$ cat src/rtl/fetch_sequencer.sv
// Instruction-fetch sequencer: pulls 64-byte lines over the system bus, buffers
// them, and hands 32-bit instructions to decode lowest address first.
`ifndef SYSBUS_READ
`define SYSBUS_READ 1
`endif
`ifndef SYSBUS_MEMORY
`define SYSBUS_MEMORY 1
`endif

module fetch_sequencer #(
    parameter int BUS_DATA_WIDTH = 64,
    parameter int BUS_TAG_WIDTH  = 13,
    parameter int LINE_BYTES     = 64
) (
    input  logic                      clk,
    input  logic                      reset,
    input  logic [63:0]               entry,
    output logic                      bus_reqcyc,
    output logic [BUS_DATA_WIDTH-1:0] bus_req,
    output logic [BUS_TAG_WIDTH-1:0]  bus_reqtag,
    input  logic                      bus_reqack,
    input  logic                      bus_respcyc,
    input  logic [BUS_DATA_WIDTH-1:0] bus_resp,
    input  logic [BUS_TAG_WIDTH-1:0]  bus_resptag,
    output logic                      bus_respack,
    input  logic                      redirect_valid,
    input  logic [63:0]               redirect_pc,
    output logic                      inst_valid,
    input  logic                      inst_ready,
    output logic [31:0]               inst_data,
    output logic [63:0]               inst_pc,
    output logic                      halted
);

    localparam int BEATS          = LINE_BYTES * 8 / BUS_DATA_WIDTH;
    localparam int WORDS          = LINE_BYTES / 4;
    localparam int WORDS_PER_BEAT = BUS_DATA_WIDTH / 32;
    localparam int CNT_W          = $clog2(BEATS);
    localparam int OFF_W          = $clog2(LINE_BYTES);
    localparam int REQ_TAG        = (`SYSBUS_READ << 12) | (`SYSBUS_MEMORY << 8);

    typedef enum logic [2:0] {S_IDLE, S_REQ, S_RESP, S_ISSUE, S_HALT} state_t;

    state_t                    state_reg;
    logic [63:0]               pc_reg;
    logic [63:0]               pending_pc_reg;
    logic [CNT_W-1:0]          count_reg;
    logic                      discard_reg;
    logic [BUS_DATA_WIDTH-1:0] line_buf [BEATS];
    logic [31:0]               words [WORDS];
    logic [63:0]               redirect_pc_aligned;
    logic [63:0]               pc_next;
    logic [31:0]               cur_word;
    logic [31:0]               next_word;
    logic                      unused_bits;

    function automatic logic [BUS_DATA_WIDTH-1:0] line_addr(input logic [63:0] a);
        return BUS_DATA_WIDTH'({a[63:OFF_W], OFF_W'(0)});
    endfunction

    assign bus_reqtag          = REQ_TAG[BUS_TAG_WIDTH-1:0];
    assign redirect_pc_aligned = {redirect_pc[63:2], 2'b00};
    assign pc_next             = pc_reg + 64'd4;
    assign cur_word            = words[pc_reg[OFF_W-1:2]];
    assign next_word           = words[pc_next[OFF_W-1:2]];
    assign unused_bits         = ^{bus_resptag, entry[1:0], redirect_pc[1:0]};

    // Low half of each beat holds the lower-addressed instruction.
    generate
        for (genvar gi = 0; gi < WORDS; gi++) begin : g_word
            assign words[gi] = line_buf[gi / WORDS_PER_BEAT][32 * (gi % WORDS_PER_BEAT) +: 32];
        end
    endgenerate

    always_ff @(posedge clk) begin
        if (reset && state_reg == S_RESP && bus_respcyc) begin
            line_buf[count_reg] <= bus_resp;
        end
    end

    always_ff @(posedge clk) begin
        if (!reset) begin
            state_reg      <= S_IDLE;
            pc_reg         <= {entry[63:2], 2'b00};
            pending_pc_reg <= '0;
            count_reg      <= '0;
            discard_reg    <= 1'b0;
            bus_reqcyc     <= 1'b0;
            bus_req        <= '0;
            bus_respack    <= 1'b0;
            inst_valid     <= 1'b0;
            inst_data      <= '0;
            inst_pc        <= '0;
            halted         <= 1'b0;
        end else begin
            bus_respack <= 1'b0;
            case (state_reg)
                S_IDLE: begin
                    state_reg  <= S_REQ;
                    bus_reqcyc <= 1'b1;
                    if (redirect_valid) begin
                        pc_reg  <= redirect_pc_aligned;
                        bus_req <= line_addr(redirect_pc_aligned);
                    end else begin
                        bus_req <= line_addr(pc_reg);
                    end
                end
                S_REQ: begin
                    if (bus_reqack) begin
                        // A redirect racing the ack turns this line into a discard.
                        bus_reqcyc     <= 1'b0;
                        state_reg      <= S_RESP;
                        count_reg      <= '0;
                        discard_reg    <= redirect_valid;
                        pending_pc_reg <= redirect_pc_aligned;
                    end else if (redirect_valid) begin
                        pc_reg  <= redirect_pc_aligned;
                        bus_req <= line_addr(redirect_pc_aligned);
                    end
                end
                S_RESP: begin
                    if (redirect_valid) begin
                        discard_reg    <= 1'b1;
                        pending_pc_reg <= redirect_pc_aligned;
                    end
                    if (bus_respcyc) begin
                        count_reg   <= count_reg + CNT_W'(1);
                        bus_respack <= 1'b1;
                        if (count_reg == CNT_W'(BEATS - 1)) begin
                            if (discard_reg || redirect_valid) begin
                                pc_reg      <= redirect_valid ? redirect_pc_aligned : pending_pc_reg;
                                bus_req     <= line_addr(redirect_valid ? redirect_pc_aligned
                                                                        : pending_pc_reg);
                                bus_reqcyc  <= 1'b1;
                                discard_reg <= 1'b0;
                                state_reg   <= S_REQ;
                            end else begin
                                state_reg <= S_ISSUE;
                            end
                        end
                    end
                end
                S_ISSUE: begin
                    if (redirect_valid) begin
                        pc_reg     <= redirect_pc_aligned;
                        inst_valid <= 1'b0;
                        bus_reqcyc <= 1'b1;
                        bus_req    <= line_addr(redirect_pc_aligned);
                        state_reg  <= S_REQ;
                    end else if (!inst_valid) begin
                        // First cycle after the line lands: present the entry word.
                        if (cur_word == 32'h0) begin
                            halted    <= 1'b1;
                            state_reg <= S_HALT;
                        end else begin
                            inst_valid <= 1'b1;
                            inst_data  <= cur_word;
                            inst_pc    <= pc_reg;
                        end
                    end else if (inst_ready) begin
                        pc_reg <= pc_next;
                        if (pc_reg[OFF_W-1:2] == '1) begin
                            inst_valid <= 1'b0;
                            bus_reqcyc <= 1'b1;
                            bus_req    <= line_addr(pc_next);
                            state_reg  <= S_REQ;
                        end else if (next_word == 32'h0) begin
                            inst_valid <= 1'b0;
                            halted     <= 1'b1;
                            state_reg  <= S_HALT;
                        end else begin
                            inst_data <= next_word;
                            inst_pc   <= pc_next;
                        end
                    end
                end
                S_HALT: begin
                    state_reg <= S_HALT;
                end
                default: begin
                    state_reg <= S_IDLE;
                end
            endcase
        end
    end

endmodule

$ cat config.mk
export PLATFORM = sky130hd
export DESIGN_NAME = fetch_sequencer
export DESIGN_NICKNAME = d
export VERILOG_FILES = /design/src/rtl/fetch_sequencer.sv
export SDC_FILE = /design/constraint.sdc
export NUM_CORES = 2
export LEC_CHECK = 0
export BUFFER_PORTS_ARGS = -buffer_cell sky130_fd_sc_hd__clkbuf_2
export CORE_UTILIZATION = 39
export CTS_CLUSTER_DIAMETER = 60
export DETAILED_ROUTE_END_ITERATION = 7
export GPL_TIMING_DRIVEN = 0
export PLACE_DENSITY_LB_ADDON = 0.12
export SETUP_SLACK_MARGIN = 0.4
export SLEW_MARGIN = 25
export SYNTH_ARGS = -nofsm -noshare
export SYNTH_HDL_FRONTEND = slang
export SYNTH_SLANG_ARGS = --single-unit
export TNS_END_PERCENT = 30
$ cat constraint.sdc
create_clock -name clk -period 10.3 [get_ports clk]
set_input_delay 0.515 -clock clk [delete_from_list [all_inputs] [get_ports clk]]
set_output_delay 0.515 -clock clk [all_outputs]
set_load 0.03 [all_outputs]
==> results_dict.tcl <==
set metrics [dict create \
    grt.busiest_layer "met2" \
    hpwl_um 122000 \
    synthTopCellsByCount "edfxtp_1 (574), nand2_1 (326), nor2_1 (299), dfxtp_1 (231), mux4_2 (210)" \
    p_per_area_nw_per_um2 212 \
    setup_violations 0 \
    leakagePower_nw 16.4 \
    grt.total_usage_pct 32.3 \
    finClkSkew_ps 33.0 \
    grt_max_degree 35 \
    grt_pass1_wl_um 233000 \
    fmax_ghz 0.163 \
    netlist_area_um2 39600 \
    post-route-min-period_ps 6140 \
    overflow 0 \
    vias_per_cell 6.18 \
    crit_arrival_ps 6690 \
    layout.nets 3906 \
    clock-root-buffer "clkbuf_16" \
    synth_cells 3177 \
    synth_edf_count 574 \
    synthTopCellsByArea "edfxtp_1 (44%), mux4_2 (12%), dfxtp_1 (12%)" \
    std_cell_rows 116 \
    synth_top_area_share_pct 43.6 \
    final_cell_area_um2 47300 \
    yosys.area.top_type "edfxtp_1" \
    met1_usage_pct 40.5 \
    numCtsBuffers 96 \
    ant_nets 0 \
    htreeDepth 3 \
    criticalPathCategory "reg -> reg" \
    clk_pin_slew_ps 60 \
    hp-class "in -> reg" \
    cts_resized 0 \
    hold_viol_final 0 \
    num_vias 31800 \
    grt_util_met3_pct 7.53 \
    finalSetupTns_ps 0 \
    synth_most_common_cell "edfxtp_1" \
    die_h_um 321 \
    port_buffers 351 \
    syn_area_per_cell_um2 12.5 \
    drive_above_1_share_pct 26.3 \
    clock_sinks 805 \
    insertion_delay_ps 720 \
    regMostFlops "line_buf" \
    dieArea_um2 103000 \
    core_area_um2 100000 \
    synthToLayoutAreaGrowth_pct 19.6 \
    synth_flop_cell "edfxtp_1" \
    num_io_pins 388 \
    setup.worst_path.start_class "flop" \
    ys_ff_latch 805 \
    dr.first_iter.drc_count 4427 \
    maxCapViolations 0 \
    cts_hold_buffers 0 \
    finalCritPeriodShare_pct 59.6 \
    status "finished clean" \
    crit_fanout 10 \
    drc 0 \
    initial_core_util_pct 39.5 \
    ir_worst_vdd_mv 0.136 \
    slew_violations 0 \
    cts_tree "done" \
    placed_area_um2 44000 \
    ys_seq_area_share_pct 55.2 \
    grt_pass1_vias 30600 \
    clk_path_buf_depth 3 \
    slew_headroom_pct 20.1 \
    yosysWarnings 0 \
    cts_setup_buffers 0 \
    r2r_slack_ps 4160 \
    async_reset_ff_share_pct 0 \
    grt_use_met2_pct 50.9 \
    crit_path_end_kind "flop" \
    largest_reg_flops 512 \
    tightestPinTransition_ps 1200 \
    routed_wl_um 169000 \
    rsz0062_at_grt "no" \
    antenna_found_initial 16 \
    die_x_um 321 \
    dr.pass1.iters 7 \
    synth.distinct_cells 71 \
    gp_congestion 0.976 \
    avgRoutedWirePerCell_um 32.9 \
    required_ps 10850 \
]
-- power by group --
group / switching, mW / total [mW] / internal (mW)
logic: 1.80 / 2.65 / 0.852
clock network: 1.50 / 3.60 / 2.10
registers: 0.138 / 3.77 / 3.64
total: 3.43 / 10.0 / 6.59
-- worst max-delay path: stages (launching register included) --
cell	delay [ps]
edfxtp_1	520
buf_2	330
buf_2	460
buf_2	580
mux4_2	440
a221oi_1	800
nand4_1	400
nor4_1	450
nand4_1	430
nor2_1	390
a311oi_2	120
buf_6	260
buf_2	260
o2111ai_1	350
o21ai_1	130
-- cells by family (layout without fill, tap and decap cells) --
kind of cell    after synthesis  in the layout  synth area share (%)
compound gates              720            720                  12.9
xor+xnor                    120            120                  2.68
fa+ha+maj                     3              3                0.0949
buf+inv                     306            888                  3.81
flops                       805            805                  55.2
mux                         348            348                  15.5
other cells                   2             24                0.0190
simple gates                873            873                  9.74
-- metal layers --
metal | share of wire [%] | up-vias
met5 | 0.081 | -
met4 | 6.7 | 24
met3 | 10 | 496
met2 | 46 | 2028
met1 | 37 | 15900
li1 | - | 13400
-- layout by cell type (no fill, tap or decap), types with 101 or more instances in the layout --
master     count
clkbuf_2     359
nor2_1       292
mux2i_1      127
edfxtp_1     574
dfxtp_1      231
a21oi_1      203
clkbuf_16    101
o21ai_0      115
nand2_1      325
a221oi_1     105
clkbuf_1     179
mux4_2       210
-- final timing paths --
path | startpoint | endpoint | cells after the start
min reg2reg | inst_data[28] | inst_data[28] | 2
min | redirect_pc[53] | pending_pc_reg[53] | 3
max reg2reg | pc_reg[3] | inst_data[31] | 14
max | pc_reg[3] | inst_data[31] | 14
-- cell type report --
type	count	area (µm²)
Fill cell	9114	52900
Sequential cell	805	21900
Multi-Input combinational cell	2083	16400
Clock buffer	125	2700
Timing Repair Buffer	400	2560
Tap cell	1357	1700
Buffer	294	1480
Clock inverter	57	631
Inverter	12	45.0
Antenna cell	5	12.5
-- through the flow --
| stage | std cells | hold slack [ps] | setup WS (ps) | utilization, % | power [mW] |
|---|---|---|---|---|---|
| 6_report | 5138 | 83.7 | 4160 | 47.2 | 10.0 |
| 3_3_place_gp | 4902 | 438 | -1560 | 43.0 | 6.40 |
| 3_5_place_dp | 4951 | 443 | 4300 | 43.9 | 6.42 |
| 4_1_cts | 5133 | 50.1 | 4260 | 47.2 | 9.98 |
| 2_1_floorplan | 3194 | 431 | 4120 | - | 5.36 |
| 5_1_grt | 5135 | 73.1 | 4150 | 47.2 | 10.3 |
(Power assumes the default switching activity.)
